`src/rtl/processor_stage2_if.sv`:
```
// Opcode constants shared across the pipeline, and the stage-2 port bundle.
// The master side is the surrounding pipeline; stage 2 itself uses the slave side.
package processor_stage2_pkg;
  localparam logic [3:0] OP_NOP              = 4'd0;
  localparam logic [3:0] OP_REG_MOV          = 4'd1;
  localparam logic [3:0] OP_REG_ADD          = 4'd2;
  localparam logic [3:0] OP_REG_ADD_IMM8     = 4'd3;
  localparam logic [3:0] OP_LOAD_FROM_MEMORY = 4'd4;
  localparam logic [3:0] OP_WRITE_TO_MEMORY  = 4'd5;
  localparam logic [3:0] OP_CALL             = 4'd6;
  localparam logic [3:0] OP_RETURN           = 4'd7;
  localparam logic [3:0] OP_WAIT             = 4'd8;
  localparam logic [3:0] OP_JUMP             = 4'd9;
endpackage

interface processor_stage2_if #(
  parameter int ADDR_SIZE = 18,
  parameter int WORD_SIZE = 18
);
  logic                 in_valid;
  logic [WORD_SIZE-1:0] in_code_word;
  logic [ADDR_SIZE-1:0] in_ip;
  logic                 stall;
  logic [2:0]           reg_read_addr0;
  logic [2:0]           reg_read_addr1;
  logic [WORD_SIZE-1:0] reg_read_data0;
  logic [WORD_SIZE-1:0] reg_read_data1;
  logic                 wb_enable;
  logic [2:0]           wb_addr;
  logic [WORD_SIZE-1:0] wb_data;
  logic                 flush;
  logic [ADDR_SIZE-1:0] mem_addr;
  logic                 mem_write_enable;
  logic [WORD_SIZE-1:0] mem_write_data;
  logic                 no_operation;
  logic [WORD_SIZE-1:0] alu_data0;
  logic [WORD_SIZE-1:0] alu_data1;
  logic [WORD_SIZE-1:0] data1_plus_imm8;
  logic [WORD_SIZE-1:0] code_word;
  logic [ADDR_SIZE-1:0] ip;
  logic [ADDR_SIZE-1:0] ip_plus_one;

  modport slave (
    input  in_valid, in_code_word, in_ip, reg_read_data0, reg_read_data1,
           wb_enable, wb_addr, wb_data, flush,
    output stall, reg_read_addr0, reg_read_addr1, mem_addr, mem_write_enable,
           mem_write_data, no_operation, alu_data0, alu_data1, data1_plus_imm8,
           code_word, ip, ip_plus_one
  );

  modport master (
    output in_valid, in_code_word, in_ip, reg_read_data0, reg_read_data1,
           wb_enable, wb_addr, wb_data, flush,
    input  stall, reg_read_addr0, reg_read_addr1, mem_addr, mem_write_enable,
           mem_write_data, no_operation, alu_data0, alu_data1, data1_plus_imm8,
           code_word, ip, ip_plus_one
  );
endinterface

```
`src/rtl/processor_stage2.sv`:
```
// Decode/operand-fetch stage: forwards stage-3 writeback, issues data-memory access,
// registers operands for stage 3 one cycle later; stalls stage 1 only while in OP_WAIT.
module processor_stage2
  import processor_stage2_pkg::*;
#(
  parameter int ADDR_SIZE = 18,
  parameter int WORD_SIZE = 18
) (
  input  logic              clock,
  input  logic              reset,
  processor_stage2_if.slave bus
);

  typedef enum logic [1:0] {ST_RUN, ST_WAIT, ST_KILL} state_t;

  state_t               state_q, state_d;
  logic [7:0]           wait_cnt_q, wait_cnt_d;
  logic                 no_operation_q, no_operation_d;
  logic [WORD_SIZE-1:0] alu_data0_q, alu_data0_d;
  logic [WORD_SIZE-1:0] alu_data1_q, alu_data1_d;
  logic [WORD_SIZE-1:0] data1_plus_imm8_q, data1_plus_imm8_d;
  logic [WORD_SIZE-1:0] code_word_q, code_word_d;
  logic [ADDR_SIZE-1:0] ip_q, ip_d;
  logic [ADDR_SIZE-1:0] ip_plus_one_q, ip_plus_one_d;

  logic [3:0]           op;
  logic [2:0]           rx, ry;
  logic [7:0]           imm8;
  logic [WORD_SIZE-1:0] imm_sext;
  logic [WORD_SIZE-1:0] fwd0, fwd1, addr;
  logic                 accept;

  assign op       = bus.in_code_word[17:14];
  assign rx       = bus.in_code_word[13:11];
  assign ry       = bus.in_code_word[10:8];
  assign imm8     = bus.in_code_word[7:0];
  assign imm_sext = {{(WORD_SIZE-8){imm8[7]}}, imm8};

  assign fwd0 = (bus.wb_enable && bus.wb_addr == rx) ? bus.wb_data : bus.reg_read_data0;
  assign fwd1 = (bus.wb_enable && bus.wb_addr == ry) ? bus.wb_data : bus.reg_read_data1;
  assign addr = fwd1 + imm_sext;

  // flush already excludes accept, so a store can never issue alongside a kill.
  assign accept = bus.in_valid && (state_q == ST_RUN) && !bus.flush;

  assign bus.reg_read_addr0   = rx;
  assign bus.reg_read_addr1   = ry;
  assign bus.mem_addr         = addr[ADDR_SIZE-1:0];
  assign bus.mem_write_data   = fwd0;
  assign bus.mem_write_enable = accept && (op == OP_WRITE_TO_MEMORY) && !reset;
  assign bus.stall            = (state_q == ST_WAIT) && !reset;

  always_comb begin
    state_d    = state_q;
    wait_cnt_d = wait_cnt_q;
    unique case (state_q)
      ST_RUN: begin
        if (bus.flush) begin
          state_d = ST_KILL;
        end else if (accept && op == OP_WAIT && imm8 != 8'd0) begin
          state_d    = ST_WAIT;
          wait_cnt_d = imm8;
        end
      end
      ST_WAIT: begin
        if (bus.flush) begin
          state_d    = ST_KILL;
          wait_cnt_d = 8'd0;
        end else begin
          wait_cnt_d = wait_cnt_q - 8'd1;
          if (wait_cnt_q <= 8'd1) begin
            state_d    = ST_RUN;
            wait_cnt_d = 8'd0;
          end
        end
      end
      ST_KILL: state_d = bus.flush ? ST_KILL : ST_RUN;
      default: state_d = ST_RUN;
    endcase
  end

  always_comb begin
    no_operation_d    = !accept;
    alu_data0_d       = alu_data0_q;
    alu_data1_d       = alu_data1_q;
    data1_plus_imm8_d = data1_plus_imm8_q;
    code_word_d       = code_word_q;
    ip_d              = ip_q;
    ip_plus_one_d     = ip_plus_one_q;
    if (accept) begin
      alu_data0_d       = fwd0;
      alu_data1_d       = fwd1;
      data1_plus_imm8_d = addr;
      code_word_d       = bus.in_code_word;
      ip_d              = bus.in_ip;
      ip_plus_one_d     = bus.in_ip + ADDR_SIZE'(1);
    end
  end

  always_ff @(posedge clock) begin
    if (reset) begin
      state_q           <= ST_RUN;
      wait_cnt_q        <= 8'd0;
      no_operation_q    <= 1'b1;
      alu_data0_q       <= '0;
      alu_data1_q       <= '0;
      data1_plus_imm8_q <= '0;
      code_word_q       <= '0;
      ip_q              <= '0;
      ip_plus_one_q     <= '0;
    end else begin
      state_q           <= state_d;
      wait_cnt_q        <= wait_cnt_d;
      no_operation_q    <= no_operation_d;
      alu_data0_q       <= alu_data0_d;
      alu_data1_q       <= alu_data1_d;
      data1_plus_imm8_q <= data1_plus_imm8_d;
      code_word_q       <= code_word_d;
      ip_q              <= ip_d;
      ip_plus_one_q     <= ip_plus_one_d;
    end
  end

  assign bus.no_operation    = no_operation_q;
  assign bus.alu_data0       = alu_data0_q;
  assign bus.alu_data1       = alu_data1_q;
  assign bus.data1_plus_imm8 = data1_plus_imm8_q;
  assign bus.code_word       = code_word_q;
  assign bus.ip              = ip_q;
  assign bus.ip_plus_one     = ip_plus_one_q;

endmodule

```
`src/flat_wrapper.sv`:
```
// flat-port wrapper written by rule: the top's interface ports become plain ports
module processor_stage2_flat import processor_stage2_pkg::*;
#(
  parameter int ADDR_SIZE = 18,
  parameter int WORD_SIZE = 18
)
  (clock, reset, bus_in_valid, bus_in_code_word, bus_in_ip, bus_reg_read_data0, bus_reg_read_data1, bus_wb_enable, bus_wb_addr, bus_wb_data, bus_flush, bus_stall, bus_reg_read_addr0, bus_reg_read_addr1, bus_mem_addr, bus_mem_write_enable, bus_mem_write_data, bus_no_operation, bus_alu_data0, bus_alu_data1, bus_data1_plus_imm8, bus_code_word, bus_ip, bus_ip_plus_one);
  processor_stage2_if #(.ADDR_SIZE(ADDR_SIZE), .WORD_SIZE(WORD_SIZE)) bus_i ();
  input  logic clock;
  input  logic reset;
  input wire logic [$bits(bus_i.in_valid)-1:0] bus_in_valid;
  input wire logic [$bits(bus_i.in_code_word)-1:0] bus_in_code_word;
  input wire logic [$bits(bus_i.in_ip)-1:0] bus_in_ip;
  input wire logic [$bits(bus_i.reg_read_data0)-1:0] bus_reg_read_data0;
  input wire logic [$bits(bus_i.reg_read_data1)-1:0] bus_reg_read_data1;
  input wire logic [$bits(bus_i.wb_enable)-1:0] bus_wb_enable;
  input wire logic [$bits(bus_i.wb_addr)-1:0] bus_wb_addr;
  input wire logic [$bits(bus_i.wb_data)-1:0] bus_wb_data;
  input wire logic [$bits(bus_i.flush)-1:0] bus_flush;
  output wire logic [$bits(bus_i.stall)-1:0] bus_stall;
  output wire logic [$bits(bus_i.reg_read_addr0)-1:0] bus_reg_read_addr0;
  output wire logic [$bits(bus_i.reg_read_addr1)-1:0] bus_reg_read_addr1;
  output wire logic [$bits(bus_i.mem_addr)-1:0] bus_mem_addr;
  output wire logic [$bits(bus_i.mem_write_enable)-1:0] bus_mem_write_enable;
  output wire logic [$bits(bus_i.mem_write_data)-1:0] bus_mem_write_data;
  output wire logic [$bits(bus_i.no_operation)-1:0] bus_no_operation;
  output wire logic [$bits(bus_i.alu_data0)-1:0] bus_alu_data0;
  output wire logic [$bits(bus_i.alu_data1)-1:0] bus_alu_data1;
  output wire logic [$bits(bus_i.data1_plus_imm8)-1:0] bus_data1_plus_imm8;
  output wire logic [$bits(bus_i.code_word)-1:0] bus_code_word;
  output wire logic [$bits(bus_i.ip)-1:0] bus_ip;
  output wire logic [$bits(bus_i.ip_plus_one)-1:0] bus_ip_plus_one;
  assign bus_i.in_valid = bus_in_valid;
  assign bus_i.in_code_word = bus_in_code_word;
  assign bus_i.in_ip = bus_in_ip;
  assign bus_i.reg_read_data0 = bus_reg_read_data0;
  assign bus_i.reg_read_data1 = bus_reg_read_data1;
  assign bus_i.wb_enable = bus_wb_enable;
  assign bus_i.wb_addr = bus_wb_addr;
  assign bus_i.wb_data = bus_wb_data;
  assign bus_i.flush = bus_flush;
  assign bus_stall = bus_i.stall;
  assign bus_reg_read_addr0 = bus_i.reg_read_addr0;
  assign bus_reg_read_addr1 = bus_i.reg_read_addr1;
  assign bus_mem_addr = bus_i.mem_addr;
  assign bus_mem_write_enable = bus_i.mem_write_enable;
  assign bus_mem_write_data = bus_i.mem_write_data;
  assign bus_no_operation = bus_i.no_operation;
  assign bus_alu_data0 = bus_i.alu_data0;
  assign bus_alu_data1 = bus_i.alu_data1;
  assign bus_data1_plus_imm8 = bus_i.data1_plus_imm8;
  assign bus_code_word = bus_i.code_word;
  assign bus_ip = bus_i.ip;
  assign bus_ip_plus_one = bus_i.ip_plus_one;
  processor_stage2 #(.ADDR_SIZE(ADDR_SIZE), .WORD_SIZE(WORD_SIZE)) u_core (.clock(clock), .reset(reset), .bus(bus_i));
endmodule
```
`config.mk`:
```
export PLATFORM = sky130hd
export DESIGN_NAME = processor_stage2_flat
export DESIGN_NICKNAME = d
export VERILOG_FILES = /design/src/rtl/processor_stage2_if.sv /design/src/rtl/processor_stage2.sv /design/src/flat_wrapper.sv
export SDC_FILE = /design/constraint.sdc
export NUM_CORES = 1
export LEC_CHECK = 0
export CAP_MARGIN = 20
export CORE_MARGIN = 5
export CORE_UTILIZATION = 40
export DETAILED_ROUTE_END_ITERATION = 12
export PLACE_DENSITY_LB_ADDON = 0.2
export SLEW_MARGIN = 10
export SYNTH_ARGS = -nofsm -noshare
export SYNTH_HDL_FRONTEND = slang
export SYNTH_SLANG_ARGS = --single-unit
```
`constraint.sdc`:
```
create_clock -name clock -period 5.7 [get_ports clock]
set_clock_uncertainty 0.1 [all_clocks]
set_input_delay 1.425 -clock clock [delete_from_list [all_inputs] [get_ports clock]]
set_output_delay 1.425 -clock clock [all_outputs]
set_load 0.05 [all_outputs]
```
==> impl_table.tex <==
\begin{tabular}{lr}
\hline
Metric & Value \\
\hline
\multicolumn{2}{l}{\textbf{Power}} \\
\quad Ratio of total power to cell area & around 300 mW/mm2 \\
\quad Power consumption & slightly above 3 mW \\
\quad Maximum VDD drop & just over 0.2 mV \\
\quad Leak & about 4.0 nW \\
\multicolumn{2}{l}{\textbf{Finish}} \\
\quad Total inserted antenna cells & 0 \\
\quad Area of the multi-input gates & about 0.0038 mm2 \\
\quad Register area & 0.00238 mm2 \\
\quad Number of inserted filler cells in the final layout & 1300 \\
\quad Number of nets in the finished design & around 1200 \\
\quad Proportion of layout cells with a drive suffix above 1 & 20.5\% \\
\quad Syn-to-layout area delta & 63.3\% \\
\multicolumn{2}{l}{\textbf{Die}} \\
\quad Die Span X & between 100 and 150 um \\
\quad Starting utilization of the core area & 40.9\% \\
\quad Cell row count & 45 \\
\quad IO Pins & about 250 \\
\quad Core box area & 0.0152 mm2 \\
\quad Die Ht & $\sim$130 um \\
\quad Area of the die & about 0.018 mm2 \\
\multicolumn{2}{l}{\textbf{Yosys}} \\
\quad Average cell area after synthesis & 8.09 um2 \\
\quad Net count of the mapped netlist & between 800 and 900 \\
\quad Distinct cell type count of the synthesized netlist & between 60 and 70 \\
\quad Share of flip-flops with an asynchronous set or reset after synthesis & 0\% \\
\quad Most used flip-flop cell after synthesis & dfxtp\_1 \\
\quad Area of the mapped netlist & 0.00622 mm2 \\
\quad Count of synthesis-stage warnings from yosys & 0 \\
\quad Sequential fraction of the synthesis area & a little under two fifths \\
\quad Number of standard cells after synthesis & 769 \\
\quad Number of flops mapped to enable cells by yosys & 0 \\
\quad Synth Register Bits & 119 \\
\multicolumn{2}{l}{\textbf{Worst setup path}} \\
\quad Logic depth of the worst setup path including buffers & 14 \\
\quad Largest stage delay on the critical path & between 0.3 and 0.4 ns \\
\quad Critical path buffer and inverter count & 5 \\
\quad Kind of cell adding the most delay to the critical path & buffers and inverters \\
\quad Worst endpoint required time & 4.18 ns \\
\quad Critical register-to-register path endpoint & u\_core.bus.ip\_plus\_one[7] \\
\quad Max stage delay cell, worst path & mux2\_2 \\
\quad Startpoint class of the critical path & input port \\
\quad Cell mode on critical path & a21oi\_4 \\
\quad Number of cells traversed by the worst register-to-register path & 6 \\
\quad Worst Path Max Fanout & 7 \\
\quad Arrival time at the worst endpoint & 4.07 ns \\
\quad Critical path cell sequence & dlygate4sd2\_1 -> nand4\_2 -> buf\_6 -> buf\_8 -> mux2\_2 -> ha\_1 -> a21o\_1 -> a21oi\_4 -> a21oi\_4 -> buf\_4 -> o21bai\_1 -> nand2\_1 -> xor2\_2 -> buf\_12 \\
\quad Internal reg-to-reg setup slack & 3.06 ns \\
\quad Source of the worst register-to-register timing path & u\_core.state\_q[1] \\
\quad Critical path start-end classification & in2out \\
\quad Endpoint kind of the worst setup timing path & output port \\
\multicolumn{2}{l}{\textbf{STA}} \\
\quad Final min period & 5.59 ns \\
\quad Unrepaired setup endpoints after global routing & true \\
\quad Final count of negative-setup-slack endpoints & 0 \\
\quad Number of max-slew violations in the final report & 0 \\
\quad Fmax & 179 MHz \\
\quad Final Hold Vio Count & 0 \\
\quad Max-slew headroom & between 20 and 30\% \\
\quad Actual slew at the worst max-slew pin & between 1 and 1.5 ns \\
\quad Final Cycle Share & slightly below 100\% \\
\quad Total Negative Setup Slacks & 0 ns \\
\multicolumn{2}{l}{\textbf{Placed design}} \\
\quad Port Buf Inserts & 250 \\
\quad Weighted congestion at the end of routability-driven global placement & just under 0.9 \\
\quad Final HPWL DP & 15400 um \\
\multicolumn{2}{l}{\textbf{GRT}} \\
\quad Grt ovf & 0 \\
\quad Via count of the first global-routing pass & approximately 6300 \\
\quad Overall track demand over capacity in global routing & between 20 and 25\% \\
\quad Largest net degree at the start of global routing & slightly above 100 \\
\quad First-pass GRT wire length & around 32000 um \\
\quad Initial antenna violation count & 0 \\
\multicolumn{2}{l}{\textbf{CTS}} \\
\quad Clock latency reported for the late side of the worst-skew pair & between 0.4 and 0.5 ns \\
\quad Bufs on Longest Clock Path & 2 \\
\quad Post-CTS clock slew at the launch and capture registers of the worst setup and hold paths & 0.05 ns \\
\quad Clock buffers created by TritonCTS & 17 \\
\quad \# H-tree levels & 4 \\
\quad Clock Tree Root & clkbuf\_16 \\
\quad CTS Sinks & 119 \\
\quad Clock tree from TritonCTS & yes \\
\multicolumn{2}{l}{\textbf{Min path}} \\
\quad Hold Crit Class & reg2reg \\
\quad Startpoint of the most critical hold path & u\_core.bus.ip[12] \\
\quad Worst hold path endpoint & u\_core.bus.ip[12] \\
\quad Cell depth of the worst hold path & 2 \\
\multicolumn{2}{l}{\textbf{Routing}} \\
\quad Mean routed wirelength per cell & about 17 um \\
\quad Routed length on met2 & a little over 10000 um \\
\quad Total iterations of the first detailed-routing run & 4 \\
\quad Total wire length after detailed routing & $\sim$21000 um \\
\quad Via count & 6479 \\
\quad Routed met3 length & 1880 um \\
\quad Post-route DRC & 0 \\
\quad Top layer used by detailed routing & met4 \\
\quad Starting DRT DRC Count & slightly below 300 \\
\quad Routed met1 length & between 8000 and 9000 um \\
\quad Antenna-violating nets left & 0 \\
\quad Vias per cell & about 5.2 \\
\multicolumn{2}{l}{\textbf{Outcome}} \\
\quad Run status & completed \\
\multicolumn{2}{l}{\textbf{Job}} \\
\quad Number of maximum-capacitance constraint violations & 0 \\
\hline
\end{tabular}
## power by group
group	internal, mW	leakage [nW]	total [mW]	switching, mW
sequential	0.882	0.974	0.907	0.0249
clock	0.611	0.257	1.01	0.396
combinational	0.478	2.72	1.12	0.647
## cells in the mapped netlist (8+ instances only)
cell / instances / share of area [%]
a211oi_1: 19 / 2.3
a21oi_1: 69 / 5.6
buf_1: 8 / 0.48
clkbuf_1: 32 / 1.9
dfxtp_1: 119 / 38
ha_1: 23 / 4.6
inv_1: 11 / 0.66
mux2_2: 35 / 6.3
nand2_1: 108 / 6.5
nand3_1: 12 / 0.97
nand3b_1: 9 / 1.1
nor2_1: 116 / 7.0
nor3_1: 43 / 3.5
o21ai_0: 13 / 1.0
xnor2_1: 24 / 3.4
xor2_1: 13 / 1.8
## per-layer routing
metal  up-vias  GRT usage, %
li1       3243             -
met1      3005          25.7
met2       200          38.2
met3        31          8.23
met4         0          9.05
met5         -             0
## area by class of cell
cell class              instances  share of cell area [%]
clock buffers                  18                    4.32
flip-flops and latches        119                    23.4
well taps                     188                    2.32
inverters                      11                   0.406
multi-input cells             585                    36.9
repair buffers                318                    31.3
clock inverters                14                    1.26
## flip-flops by register name (all words and copies together), names as in the netlist
name,flops
u_core.bus.alu_data0,18
u_core.bus.alu_data1,18
u_core.bus.code_word,18
u_core.bus.data1_plus_imm8,18
u_core.bus.ip,18
u_core.bus.ip_plus_one,18
u_core.bus.no_operation,1
u_core.state_q,2
u_core.wait_cnt_q,8
## worst reg2reg max path, stage by stage (launching register included)
cell and delay [ns]:
dfxtp_1 0.33, inv_1 0.08, ha_1 0.26, and3b_4 0.75
buf_4 0.65, nor2_1 0.10, a311oi_1 0.27
## cells in the final DEF, fill, tap and decap left out, drive strengths merged, types with 3 or more instances in the layout
cell type / count
clkdlybuf4s50: 206
a22oi: 4
nand2: 108
ha: 23
dfxtp: 119
inv: 13
or3: 4
clkinvlp: 7
clkbuf: 20
mux2: 35
a211oi: 19
nor3: 44
a21oi: 71
buf: 108
nor2: 116
a21o: 5
xor2: 13
clkinv: 4
o2bb2ai: 4
nand4: 6
xnor2: 25
o21ai: 18
nand3: 12
nand3b: 9
nor4: 3
or4: 3
o211ai: 7
nor2b: 7
o21a: 5
nor3b: 8
and3: 7
## worst max-delay path by stage
stage	start	end	slack, ns
3_5_place_dp	bus_in_code_word[8]	bus_mem_addr[12]	-0.41
4_1_cts	bus_in_code_word[10]	bus_mem_addr[16]	0.0006
3_3_place_gp	bus_in_code_word[8]	bus_mem_addr[12]	-0.35
5_1_grt	bus_in_code_word[9]	bus_mem_addr[15]	-0.001
2_1_floorplan	bus_in_code_word[8]	bus_mem_addr[14]	-0.003
6_report	bus_wb_enable	bus_mem_addr[11]	0.11
## stage by stage
step	setup WS, ns	std cells	hold WS [ns]	cell area, um2	utilization [%]
after floorplan	-0.00282	769	0.359	6260	-
after global placement	-0.354	1217	0.341	9370	61.6
after detailed placement	-0.409	1217	0.346	9370	61.6
after CTS	0.000616	1252	0.354	10100	66.3
after global routing	-0.00134	1253	0.373	10200	66.8
final	0.109	1253	0.351	10200	66.8
## cells by family (layout without fill, tap and decap cells)
kind of cell / after synthesis / count (layout) / share of synthesized area [%]
AOI/OAI and AO/OA: 148 / 148 / 15.1
xor gates and xnor gates: 38 / 38 / 5.47
adders and majority gates: 24 / 24 / 4.95
buffers and inverters: 65 / 361 / 4.55
DFF: 119 / 119 / 38.3
muxes: 36 / 36 / 6.50
and+or+nand+nor: 339 / 339 / 25.1
## repair_timing
action,4_1_cts,5_1_grt
setup endpoints to repair,13,11
cloned,1,0
buffers inserted,2,1
resized for setup,35,30
pin swaps,14,10
hold buffers,0,0
(Power assumes the default switching activity.)
